<file path="src/rtl/cache_control_nway.sv">
// cache_control_nway: N-way set-associative write-back/write-allocate cache
// controller with tree pseudo-LRU replacement and saturating hit/miss counters.
module cache_control_nway #(
    parameter int unsigned WAYS  = 4,
    parameter int unsigned WSEL  = $clog2(WAYS),
    parameter int unsigned CNT_W = 16
) (
    input  logic             clk,
    input  logic             rst,
    input  logic             mem_read,
    input  logic             mem_write,
    input  logic [WAYS-1:0]  hit_vec,
    input  logic [WAYS-1:0]  valid_vec,
    input  logic [WAYS-1:0]  dirty_vec,
    input  logic [WAYS-2:0]  plru_in,
    input  logic             arb_mem_resp,
    output logic [WAYS-1:0]  valid_w,
    output logic [WAYS-1:0]  tag_w,
    output logic [WAYS-1:0]  data_w,
    output logic [WAYS-1:0]  dirty_w,
    output logic             dirty_in,
    output logic             plru_w,
    output logic [WAYS-2:0]  plru_out,
    output logic [WSEL-1:0]  way_sel,
    output logic             dawmux_sel,
    output logic             addr_sel,
    output logic             arb_mem_read,
    output logic             arb_mem_write,
    output logic             mem_resp,
    output logic [CNT_W-1:0] hit_count,
    output logic [CNT_W-1:0] miss_count
);
    localparam int unsigned TW = WAYS - 1;

    typedef enum logic [1:0] {TAG_COMP, WRITE_BACK, ALLOCATE, UPDATE} state_e;

    // Index of the lowest set bit (0 when none is set).
    function automatic logic [WSEL-1:0] lowest_set(input logic [WAYS-1:0] vec);
        logic [WAYS-1:0] sh;
        logic [WSEL-1:0] idx;
        idx = '0;
        for (int i = int'(WAYS) - 1; i >= 0; i--) begin
            sh = vec >> i;
            if (sh[0]) idx = WSEL'(i);
        end
        return idx;
    endfunction

    // Walk the tree from the root; each bit picks the half holding the victim.
    function automatic logic [WSEL-1:0] plru_victim(input logic [TW-1:0] tree);
        logic [TW-1:0]   sh;
        logic [WSEL-1:0] way;
        int unsigned     node;
        way  = '0;
        node = 0;
        for (int unsigned lvl = 0; lvl < WSEL; lvl++) begin
            sh   = tree >> node;
            way  = WSEL'({way, sh[0]});
            node = 2 * node + 1 + 32'(sh[0]);
        end
        return way;
    endfunction

    // Point every node on the accessed way's path away from that way.
    function automatic logic [TW-1:0] plru_touch(input logic [TW-1:0] tree,
                                                 input logic [WSEL-1:0] way);
        logic [TW-1:0]   t;
        logic [TW-1:0]   mask;
        logic [WSEL-1:0] sh;
        int unsigned     node;
        t    = tree;
        node = 0;
        for (int unsigned lvl = 0; lvl < WSEL; lvl++) begin
            sh   = way >> (WSEL - 1 - lvl);
            mask = TW'(1) << node;
            t    = sh[0] ? (t & ~mask) : (t | mask);
            node = 2 * node + 1 + 32'(sh[0]);
        end
        return t;
    endfunction

    state_e           state_q, state_d;
    logic [WSEL-1:0]  vr_q, vr_d;
    logic [CNT_W-1:0] hit_cnt_q, hit_cnt_d;
    logic [CNT_W-1:0] miss_cnt_q, miss_cnt_d;

    logic             req;
    logic [WSEL-1:0]  hw;
    logic [WSEL-1:0]  victim;
    logic [WAYS-1:0]  hw_oh;
    logic [WAYS-1:0]  vr_oh;
    logic [WAYS-1:0]  vic_valid_sh;
    logic [WAYS-1:0]  vic_dirty_sh;

    // Hit way, victim choice (invalid way preferred) and one-hot enables.
    assign req          = mem_read | mem_write;
    assign hw           = lowest_set(hit_vec);
    assign victim       = (&valid_vec) ? plru_victim(plru_in) : lowest_set(~valid_vec);
    assign hw_oh        = WAYS'(1) << hw;
    assign vr_oh        = WAYS'(1) << vr_q;
    assign vic_valid_sh = valid_vec >> victim;
    assign vic_dirty_sh = dirty_vec >> victim;
    assign hit_count    = rst ? '0 : hit_cnt_q;
    assign miss_count   = rst ? '0 : miss_cnt_q;

    // State, victim and counter registers with synchronous reset.
    always_ff @(posedge clk) begin
        if (rst) begin
            state_q    <= TAG_COMP;
            vr_q       <= '0;
            hit_cnt_q  <= '0;
            miss_cnt_q <= '0;
        end else begin
            state_q    <= state_d;
            vr_q       <= vr_d;
            hit_cnt_q  <= hit_cnt_d;
            miss_cnt_q <= miss_cnt_d;
        end
    end

    // Next-state and control outputs; everything is forced low while in reset.
    always_comb begin
        state_d       = state_q;
        vr_d          = vr_q;
        hit_cnt_d     = hit_cnt_q;
        miss_cnt_d    = miss_cnt_q;
        valid_w       = '0;
        tag_w         = '0;
        data_w        = '0;
        dirty_w       = '0;
        dirty_in      = 1'b0;
        plru_w        = 1'b0;
        plru_out      = '0;
        way_sel       = '0;
        dawmux_sel    = 1'b0;
        addr_sel      = 1'b0;
        arb_mem_read  = 1'b0;
        arb_mem_write = 1'b0;
        mem_resp      = 1'b0;

        case (state_q)
            TAG_COMP: begin
                if (req) begin
                    if (|hit_vec) begin
                        mem_resp = 1'b1;
                        way_sel  = hw;
                        plru_w   = 1'b1;
                        plru_out = plru_touch(plru_in, hw);
                        if (mem_write) begin
                            data_w   = hw_oh;
                            dirty_w  = hw_oh;
                            dirty_in = 1'b1;
                        end
                        if (hit_cnt_q != '1) hit_cnt_d = hit_cnt_q + CNT_W'(1);
                    end else begin
                        vr_d = victim;
                        if (miss_cnt_q != '1) miss_cnt_d = miss_cnt_q + CNT_W'(1);
                        state_d = (vic_valid_sh[0] & vic_dirty_sh[0]) ? WRITE_BACK : ALLOCATE;
                    end
                end
            end
            WRITE_BACK: begin
                arb_mem_write = 1'b1;
                way_sel       = vr_q;
                addr_sel      = 1'b1;
                if (arb_mem_resp) state_d = ALLOCATE;
            end
            ALLOCATE: begin
                arb_mem_read = 1'b1;
                dawmux_sel   = 1'b1;
                data_w       = vr_oh;
                tag_w        = vr_oh;
                valid_w      = vr_oh;
                dirty_w      = vr_oh;
                if (arb_mem_resp) state_d = UPDATE;
            end
            UPDATE: begin
                plru_w   = 1'b1;
                plru_out = plru_touch(plru_in, vr_q);
                state_d  = TAG_COMP;
            end
            default: state_d = TAG_COMP;
        endcase

        if (rst) begin
            valid_w       = '0;
            tag_w         = '0;
            data_w        = '0;
            dirty_w       = '0;
            dirty_in      = 1'b0;
            plru_w        = 1'b0;
            plru_out      = '0;
            way_sel       = '0;
            dawmux_sel    = 1'b0;
            addr_sel      = 1'b0;
            arb_mem_read  = 1'b0;
            arb_mem_write = 1'b0;
            mem_resp      = 1'b0;
        end
    end
endmodule

</file>
<file path="config.mk">
export PLATFORM = sky130hd
export DESIGN_NAME = cache_control_nway
export DESIGN_NICKNAME = d
export VERILOG_FILES = /design/src/rtl/cache_control_nway.sv
export SDC_FILE = /design/constraint.sdc
export NUM_CORES = 1
export LEC_CHECK = 0
export ABC_AREA = 1
export CAP_MARGIN = 20
export CORE_MARGIN = 8
export CORE_UTILIZATION = 45
export DETAILED_ROUTE_END_ITERATION = 8
export GPL_TIMING_DRIVEN = 1
export PLACE_DENSITY = 0.74
export SLEW_MARGIN = 20
export SYNTH_ARGS = -nofsm -noshare
export SYNTH_HDL_FRONTEND = slang
export SYNTH_SLANG_ARGS = --single-unit
</file>
<file path="constraint.sdc">
create_clock -name clk -period 1.9 [get_ports clk]
set_input_delay 0.285 -clock clk [delete_from_list [all_inputs] [get_ports clk]]
set_output_delay 0.285 -clock clk [all_outputs]
set_load 0.05 [all_outputs]
</file>
* Word-level counts from Yosys, hierarchy flattened
Index checks and enable logic that the tools add are counted.
** Word-level totals
- Flip-flop bits (word level) :: 36
- Latch bits :: 0
- RAM bits :: 0
- Memory bits (read-only) :: 0
- Logic and storage cells :: 93
- Output and inout bits :: 60
- Memories kept :: 0
** Operators by class
- Multiplexer cells :: 51
- Bitwise operators :: 10
- Magnitude comparators :: 0
- Add/subtract/negate cells :: 5
- Equality and inequality tests :: 9
- Reductions and logical operators :: 7
- Multipliers :: 0
- Shift operators :: 7
- Div/mod/pow operators :: 0
** Operators with widths (number)
- 2-bit two-way mux :: 17
- 16-bit by 1-bit adder with 16-bit output (second input constant) :: 2
- 16-bit two-way mux :: 2
- 16-bit inequality test (second input constant) :: 2
- 4-bit two-way mux :: 6
- 1-bit two-way mux :: 16
- 4-bit AND reduction :: 4
- 3-bit two-way mux :: 5
- 2-bit inequality test (second input constant) :: 4
- 2-bit one-hot mux with 4 select lines :: 1
- 4-bit one-hot mux with 2 select lines :: 1
- 1-bit by 2-bit << shifter with 4-bit output (first input constant) :: 2
- 4-bit by 2-bit >> shifter with 1-bit output :: 2
- 1-bit by 1-bit adder with 2-bit output (first input constant) :: 3
- 3-bit bitwise AND :: 2
- 3-bit NOT :: 2
- 3-bit OR :: 2
- 3-bit one-hot mux with 2 select lines :: 1
- 1-bit by 2-bit << shifter with 3-bit output (first input constant) :: 2
- 2-bit equality test (second input constant) :: 2
- 4-bit NOT :: 1
- 2-bit one-hot mux with 2 select lines :: 1
- 4-bit OR reduction :: 1
- 3-bit AND reduction :: 1
- 7 further kinds :: 7

* Depth between registers and ports, before layout
Gate-level depths: netlist of run 1.
- Word-level depth :: 13
- Depth in mapped cells :: 10

* Worst setup path before layout of run 1
Ideal clock, no wire load.
- Path type :: register -> output
- Start point :: reg state_q[0]
- End point :: out dirty_w[3]
- Path buffers :: 1
- Required time :: 1.615 ns
- Setup slack :: -1.357 ns
- Arrival :: 2.972 ns
- Stages on the path, launching flop included :: 9
- Cell sequence :: dfxtp_1 inv_1 ha_1 inv_1 nor2_1 inv_1 nor2_1 a31o_2 buf_4
** On the way
- Word-level cells in the longest chain between the ends :: 3
- Elaborated cells on any way between the ends :: 4
- Classes of those cells :: eq/ne: 1; mux: 2; reduce/logical: 1
** RTL lines
- from (decl) :: RTL line 82 : state_e state_q, state_d;
- from (signal assigned) :: RTL line 114 : state_q <= state_d;
- 2-bit equality test or 2-bit zero test (tied branches)
- 4-bit one-hot mux with 2 select lines *
- 4-bit two-way mux *
- to (decl) :: RTL line 20 : output logic [WAYS-1:0] dirty_w,
Every way passes the cells marked *; elsewhere a longest branch is shown, timed or not.

* Worst setup path in the final report of run 1
- Start point :: in mem_write
- End point :: out way_sel[0]
** On the way
- Word-level cells in the longest chain between the ends :: 4
** RTL lines
- from (decl) :: RTL line 11 : input logic mem_write,
- 1-bit OR :: RTL line 96 : assign req = mem_read | mem_write;
- 2-bit two-way mux :: RTL line 143 : if (req) begin
- 2-bit one-hot mux with 2 select lines :: RTL line 141 : case (state_q)
- 2-bit two-way mux :: RTL line 185 : if (rst) begin
- to (decl) :: RTL line 24 : output logic [WSEL-1:0] way_sel,
No other way between the ends.

==> metrics.yaml, run 1 <==
clk_path_buf_depth: 2
period_needed_ps: 1950
layout-drive-gt1-share_pct: 30.6
htreeDepth: 2
synth_warnings: 0
wl_per_cell_um: 15.3
rsz0062_at_grt: "true"
yosys.cell_types.count: 32
grt_use_total_pct: 20.5
area_growth_pct: 71.3
die_w_um: 92.6
vdd_drop_max_mv: 0.564
portBuffers: 79
syn_area_per_cell_um2: 6.17
cts_made_buffers: 5
initial_core_util_pct: 45.6
grt_overflow: 0
num_vias: 3178
path_clk_slew_ps: 70
nets: 548
grt_start_max_net_pins: 30
post-route-period-util_pct: 103
finalSetupViolCount: 7
p_per_area_nw_per_um2: 692
whs_ps: 471
clock-sinks: 36
gp_congestion: 0.892
grt_pass1_vias: 3079
drv_cap: 0
synth_top_area_share_pct: 27.3
status: "finished, violations left"
synth_area_leaders: "dfxtp_1 27%, nand2_1 13%, nor2_1 11%"
drt_iter0_markers: 152
synthArstFlopShare_pct: 0
fp.dieArea_um2: 8570
critPathRequiredTime_ps: 1620
synth_edf_count: 0
die_h_um: 92.6
layout_common_cells: "88 x nand2_1, 63 x nor2_1, 61 x buf_12"
grt_pass1_wl_mm: 14.6
drt_pre_antenna_iters: 6
rows: 28
worst_pin_slew_ps: 474
io_pins: 80
clock_latency_ps: 290
postSynthNetCount: 454
seq_area_frac_synth_pct: 27.3
slew_headroom_pct: 68.3
crit_type: "in -> out"
antenna_left: 0
fillerInstances: 369
via_per_inst: 5.31
synth_cells: 428
cts_hold_buf: 0
cts_root_buf: "clkbuf_8"
core-area_um2: 5780
reg2reg_slack_ps: 150
synth_seq_cells: 36
utilization_pct: 78.2
ys.flop_type: "dfxtp_1"
worst-path-max-fanout: 3
arrival_ps: 1670
wirelength_mm: 9.13
finalHoldViolCount: 0
syn_area_um2: 2640
hpwl_mm: 6.79
timing.fmax_mhz: 512
diodes: 0
hp-class: "reg -> reg"
violations: "negative setup slack"
antenna_found_initial: 0
maxSlewViolCount: 0
drc: 0
layout_setup_ws_ps: -52.9
p_leak_nw: 1.73
mostFrequentLayoutCell: "nand2_1"
clock_skew_ps: 5.75
synth_top_area_cell: "dfxtp_1"
endpoint_kind: "primary output"
critPathLaunchType: "input port"
cts_tree: "done"
-- where the power goes --
part / internal (mW) / switching (mW)
Combinational: 0.744 / 0.967
Sequential: 0.803 / 0.0487
Clock: 0.296 / 0.270
-- flip-flops by register name (all words and copies together) (netlist names) --
register / flops
hit_cnt_q: 16
state_q: 2
vr_q: 2
miss_cnt_q: 16
-- Yosys cell counts (2+ instances only) --
cell type and n:
buf_4 12, inv_1 53, nand3b_1 2, buf_1 2
nand4_1 4, o21ai_0 16, nand3_1 21, nand2_1 94
xor2_1 17, a21oi_1 30, dfxtp_1 36, a22oi_1 3
nor2_1 78, inv_2 7, a21oi_2 8, nor3_2 2
a31oi_1 2, ha_1 6, clkbuf_1 6, nor3_1 14
nor2_2 4
-- worst max-delay path, cell delays in order --
cell and delay, ps:
clkdlybuf4s50_1 450, nor2_2 210, nor2_4 60, buf_4 150, a22oi_1 220, nor2_1 120, buf_12 170
-- metrics by stage --
step	TNS (ps)	area [um2]	setup slack (ps)	cells	power [mW]
after detailed placement	-883	4250	-99.0	580	2.35
after CTS	-37.7	4440	-12.7	596	3.05
after floorplan	-627	2750	-156	428	1.70
after global routing	-831	4520	-125	598	3.26
after global placement	-68.0	4250	-39.7	580	2.32
final	-264	4520	-52.9	598	3.13
-- layer usage --
| layer | global-route usage [%] | vias up | part of all wire (%) |
|---|---|---|---|
| met1 | 23.1 | 1505 | 40 |
| met3 | 3.96 | 19 | 6.5 |
| met5 | 0 | - | 0 |
| met2 | 37.3 | 123 | 51 |
| li1 | - | 1531 | - |
| met4 | 7.65 | 0 | 2.2 |
-- worst paths after layout --
check        depth (start not counted)            from             end
max reg2reg                         10   miss_cnt_q[0]   miss_cnt_q[9]
max                                  7       mem_write      way_sel[0]
min                                  2  miss_cnt_q[15]  miss_cnt_q[15]
min reg2reg                          2  miss_cnt_q[15]  miss_cnt_q[15]
-- kinds of logic (layout without fill, tap and decap cells) --
family	Yosys count	count (layout)	synth area share, %
DFF	36	36	27.3
and+or+nand+nor	221	221	35.3
AOI/OAI and AO/OA	66	66	15.2
xor gates and xnor gates	17	17	5.64
adders and majority gates	6	6	2.84
buffers and inverters	82	177	13.7
-- timing repair --
item | in CTS | in global routing
setup buffers | 8 | 3
setup endpoints to repair | 14 | 26
pin swaps | 8 | 7
gates resized for setup | 18 | 19
-- final cells by class --
cell class | count | area (um2) | area share (%)
tap | 75 | 93.8 | 2.08
inverter | 60 | 240 | 5.31
timing repair buffer | 109 | 1630 | 36.0
multi-input combinational | 310 | 1740 | 38.6
sequential | 36 | 727 | 16.1
clock buffer | 8 | 90.1 | 1.99
No activity file was read; power rests on OpenSTA's default activity.
==> run 2: changes to the inputs <==
--- a/config.mk
+++ b/config.mk
@@ -7,11 +7,13 @@
 export LEC_CHECK = 0
 export ABC_AREA = 1
 export CAP_MARGIN = 20
-export CORE_MARGIN = 8
+export CORE_MARGIN = 2
 export CORE_UTILIZATION = 45
 export DETAILED_ROUTE_END_ITERATION = 8
 export GPL_TIMING_DRIVEN = 1
 export PLACE_DENSITY = 0.74
+export REMOVE_ABC_BUFFERS = 1
+export SKIP_CTS_REPAIR_TIMING = 1
 export SLEW_MARGIN = 20
 export SYNTH_ARGS = -nofsm -noshare
 export SYNTH_HDL_FRONTEND = slang
==> run 2 against run 1 <==
Against the previous run: clock skew decreased by 1.4 ps; via count fell by 1.6%; the run still ends with negative setup slack left; power is 2.7% lower; largest power group unchanged; cell count fell by 0.84%; die area down 24%; largest cell class unchanged; non-clock buffer count is 2 lower; sequential share of layout area rose by 0.25 points; critical endpoint is now dirty_w[2]; hold slack gained 7.9 ps; clock power about the same; sequential cell count did not move.
==> metrics.yaml, run 2 (synthesis results as in run 1) <==
grt_pass1_vias: 2983
clock_skew_ps: 4.34
clk_path_buf_depth: 2
crit_top_cell: "buf_4"
reg_top3: "hit_cnt_q (16), miss_cnt_q (16)"
post-route-period-util_pct: 104
crit_type: "in -> out"
diodes: 0
grt_pass1_wl_mm: 13.2
cp_cell_sequence: "clkdlybuf4s50_1 -> buf_4 -> nand2_4 -> nor2_4 -> nand2_1 -> o22ai_1 -> buf_4 -> buf_12"
critPathRequiredTime_ps: 1620
rows: 27
cts_root_buf: "clkbuf_8"
wl_per_cell_um: 14.1
portBuffers: 79
p_sw_mw: 1.22
nets: 546
drc: 0
fin_cells: 593
worst_pin_slew_ps: 464
layout_setup_ws_ps: -73.7
die_w_um: 80.6
timing.fmax_mhz: 507
r2r_cells: 9
finalSetupViolCount: 12
drt_pre_antenna_iters: 5
critPathSlowestCell: "clkdlybuf4s50_1"
min_path_cells: 2
hp-class: "reg -> reg"
htreeDepth: 2
min_from: "miss_cnt_q[15]"
maxSlewViolCount: 0
clock_latency_ps: 280
gp_congestion: 0.924
placed_cells: 579
status: "finished, violations left"
antenna_left: 0
grt_overflow: 0
cts_made_buffers: 5
grt_use_total_pct: 25.3
reg2reg_slack_ps: 210
layout-drive-gt1-share_pct: 28.4
clockPowerShare_pct: 18.5
core-area_um2: 5570
drv_cap: 0
clock-sinks: 36
critPathLaunchType: "input port"
drt_iter0_markers: 117
rsz0062_at_grt: "true"
preCtsSetupSlack_ps: -110
layout_common_cells: "91 x nand2_1, 67 x nor2_1, 62 x buf_12"
violations: "negative setup slack"
switching_share_pct: 40.2
io_pins: 80
wirelength_mm: 8.36
power_frac_seq_pct: 27.5
antenna_found_initial: 0
hpwl_mm: 6.25
p_total_mw: 3.05
area_growth_pct: 67.8
path_clk_slew_ps: 70
endpoint_kind: "primary output"
grt_start_max_net_pins: 29
arrival_ps: 1690
period_needed_ps: 1970
num_vias: 3128
min_to: "miss_cnt_q[15]"
internal-power_mw: 1.82
worst-path-max-fanout: 3
initial_core_util_pct: 47.3
max_stage_delay_ps: 510
via_per_inst: 5.27
p_comb_share_pct: 53.9
r2r-start: "miss_cnt_q[0]"
cts_tree: "done"
finalHoldViolCount: 0
die_h_um: 80.6
fp.dieArea_um2: 6490
p_per_area_nw_per_um2: 688
reg2reg_to: "miss_cnt_q[12]"
p_leak_nw: 1.75
slew_headroom_pct: 69.0
vdd_drop_max_mv: 0.565
mostFrequentLayoutCell: "nand2_1"
run 2: changes by cell type in the layout (fill, tap and decap cells not counted), sizes merged:
| cell | before | now |
|---|---|---|
| dlygate4sd2 | 2 | 0 |
| clkbuf | 8 | 6 |
| clkdlybuf4s50 | 16 | 15 |
| buf | 91 | 89 |
| clkinv | 0 | 2 |
| dlymetal6s2s | 0 | 3 |
run 2: critical path: cells and delay by family:
family,cells,cell delay (ps)
AO/OA/AOI/OAI,1,140
AND/OR/NAND/NOR,3,270
buffers and inverters,4,980
run 2: per-stage QoR:
step | instance area (um2) | utilization [%] | hold WS, ps | TNS (ps)
3_3_place_gp | 4160 | 74.6 | 454 | -74.6
5_1_grt | 4430 | 79.4 | 502 | -1380
6_report | 4430 | 79.4 | 478 | -445
4_1_cts | 4250 | 76.2 | 475 | -1630
2_1_floorplan | 2500 | - | 347 | -28460
3_5_place_dp | 4160 | 74.6 | 464 | -708
run 2: layout make-up:
class	count	area (um2)
clock buffer	6	82.6
tap	72	90.1
timing repair buffer	107	1630
fill	383	1150
sequential	36	723
multi-input combinational	310	1660
clock inverter	2	10.0
inverter	60	228
run 2: worst max path at each step:
stage / start / end / slack, ps / cells after the start
2_1_floorplan: state_q[0] / data_w[3] / -2570 / 7
3_3_place_gp: hit_vec[0] / plru_out[2] / -40 / 6
3_5_place_dp: hit_vec[0] / plru_out[1] / -110 / 9
4_1_cts: state_q[1] / plru_out[1] / -220 / 10
5_1_grt: state_q[1] / data_w[2] / -150 / 9
6_report: mem_write / dirty_w[2] / -70 / 8
run 2: routing by layer:
| layer | global-route usage (%) | part of all wire (%) | vias to the layer above |
|---|---|---|---|
| met2 | 46.9 | 51 | 135 |
| li1 | - | - | 1526 |
| met4 | 8.81 | 2.0 | 0 |
| met5 | 0 | 0 | - |
| met1 | 29.0 | 40 | 1452 |
| met3 | 4.04 | 7.3 | 15 |
run 2: power groups by stage:
stage          Sequential (mW)  Combinational, mW  Clock [mW]
2_1_floorplan            0.845              0.705           0
3_3_place_gp             0.849               1.38           0
6_report                 0.839               1.64       0.564
4_1_cts                  0.834               1.41       0.567
5_1_grt                  0.846               1.75       0.603
3_5_place_dp             0.850               1.41           0
==> run 3: changes to the inputs <==
--- a/config.mk
+++ b/config.mk
@@ -5,16 +5,16 @@
 export SDC_FILE = /design/constraint.sdc
 export NUM_CORES = 1
 export LEC_CHECK = 0
-export ABC_AREA = 1
 export CAP_MARGIN = 20
-export CORE_MARGIN = 2
+export CORE_MARGIN = 3
 export CORE_UTILIZATION = 45
 export DETAILED_ROUTE_END_ITERATION = 8
 export GPL_TIMING_DRIVEN = 1
-export PLACE_DENSITY = 0.74
+export PLACE_DENSITY = 0.75
 export REMOVE_ABC_BUFFERS = 1
 export SKIP_CTS_REPAIR_TIMING = 1
 export SLEW_MARGIN = 20
 export SYNTH_ARGS = -nofsm -noshare
 export SYNTH_HDL_FRONTEND = slang
 export SYNTH_SLANG_ARGS = --single-unit
+export TNS_END_PERCENT = 100
==> run 3 against run 2 <==
Against the previous run: the run still ends with negative setup slack left; area after synthesis decreased by 6.3%; clock-buffer cell count is 1 higher; largest power group unchanged; hold slack better by 43 ps.
==> metrics.yaml, run 3 <==
finalHoldViolCount: 0
crit_type: "reg -> out"
num_vias: 2748
drt_iter0_markers: 223
placed_cells: 484
clock-sinks: 36
yosys.cell_types.count: 54
synth_edf_count: 0
synth_area_leaders: "dfxtp_1 29%, nor2b_1 9.1%, nor2_1 7.9%"
arrival_ps: 1730
layout_common_cells: "54 x buf_4, 49 x buf_12, 47 x nor2_1"
antenna_left: 0
grt_overflow: 0
synth_cells: 313
layout_setup_ws_ps: -111
area_growth_pct: 75.3
synthArstFlopShare_pct: 0
reg_top3: "hit_cnt_q (16), miss_cnt_q (16)"
mostFrequentLayoutCell: "buf_4"
critPathRequiredTime_ps: 1620
fin_cells: 497
violations: "negative setup slack"
clock_skew_ps: 8.16
die_w_um: 80.1
slew_headroom_pct: 71.1
period_needed_ps: 2010
grt_pass1_vias: 2606
ys.flop_type: "dfxtp_1"
rsz0062_at_grt: "true"
timing.fmax_mhz: 497
path_clk_slew_ps: 70
core-area_um2: 5200
hpwl_mm: 5.96
nets: 453
portBuffers: 79
finalSetupViolCount: 20
max_stage_delay_ps: 370
wirelength_mm: 8.44
clock_latency_ps: 290
grt_pass1_wl_mm: 12.2
drt_pre_antenna_iters: 4
status: "finished, violations left"
wl_per_cell_um: 17.0
vdd_drop_max_mv: 0.613
critPathSlowestCell: "dfxtp_4"
die_h_um: 80.1
worst_pin_slew_ps: 433
seq_area_frac_synth_pct: 29.1
drc: 0
synth_seq_cells: 36
endpoint_kind: "primary output"
layout-drive-gt1-share_pct: 36.3
grt_use_total_pct: 23.8
p_per_area_nw_per_um2: 521
fp.dieArea_um2: 6420
synth_top_area_share_pct: 29.1
fin_setup_tns_ps: -1250
worst-path-max-fanout: 4
cts_tree: "done"
rows: 26
clk_path_buf_depth: 2
gp_congestion: 0.892
synth_warnings: 0
hp-class: "in -> reg"
grt_start_max_net_pins: 41
cts_root_buf: "clkbuf_8"
post-route-period-util_pct: 106
critPathLaunchType: "flop"
yosysMostFrequentCell: "nor2_1"
io_pins: 80
syn_area_per_cell_um2: 7.90
cp_cell_sequence: "inv_4 -> ha_4 -> o21a_1 -> buf_6 -> o21ai_2 -> a211oi_2 -> buf_4 -> buf_12"
synthTopCellsByCount: "52 x nor2_1, 36 x dfxtp_1, 36 x nor2b_1, 17 x nand2_1, 17 x xnor2_1"
r2r_cells: 9
p_leak_nw: 1.71
diodes: 0
cts_made_buffers: 5
via_per_inst: 5.53
drv_cap: 0
syn_area_um2: 2470
min_path_cells: 3
initial_core_util_pct: 47.5
htreeDepth: 2
antenna_found_initial: 0
maxSlewViolCount: 0
synth_top_area_cell: "dfxtp_1"
run 3: worst paths after layout:
check                                   start             end  slack, ps
worst max-delay path               state_q[1]     plru_out[0]       -110
worst min-delay path                      rst  miss_cnt_q[10]        520
worst max register to register     state_q[1]   miss_cnt_q[4]          0
worst min register to register  hit_cnt_q[10]   hit_cnt_q[10]        540
run 3: worst max-delay path, delay by kind of cell, from the launching register on:
kind,cells,cell delay [ps]
buf+inv,4,480
fa+ha+maj,1,140
flops,1,370
compound gates,3,440
run 3: metrics by stage:
stage                     util (%)  hold WS (ps)  instance area (um2)  setup slack [ps]  total power, mW
after floorplan                  -           354                 2340             -2290             1.17
after global placement        77.3           495                 4020              -264             1.54
after detailed placement      77.3           506                 4020              -376             1.57
after CTS                     79.1           496                 4120              -242             2.15
after global routing          83.2           540                 4330              -160             2.33
final                         83.2           522                 4330              -111             2.26
run 3: report_power, final:
part	internal [mW]	leakage [nW]	switching, mW
Combinational	0.410	1.37	0.453
Sequential	0.777	0.292	0.0296
Clock	0.323	0.0503	0.265
run 3: area by class of cell:
type	count	area (um2)
multi-input cells	248	1710
inverters	7	28.8
clock buffers	7	96.3
repair buffers	129	1690
well taps	70	87.6
fillers	279	872
flip-flops and latches	36	727
run 3: cells by family after synthesis:
kind of cell | count (synthesis) | synth area share [%]
simple gates | 169 | 38.5
xor+xnor | 22 | 7.79
flops | 36 | 29.1
fa+ha+maj | 6 | 3.04
buf+inv | 29 | 6.27
compound gates | 41 | 11.0
mux | 10 | 4.25
run 3: per-layer routing:
layer | track usage, % | wire length, um | share of wire, % | vias up
met5 | 0 | 0 | 0 | -
met4 | 6.08 | 234 | 2.8 | 0
met3 | 4.93 | 500 | 5.9 | 24
met2 | 42.8 | 4430 | 53 | 113
met1 | 28.7 | 3270 | 39 | 1301
li1 | - | - | - | 1310
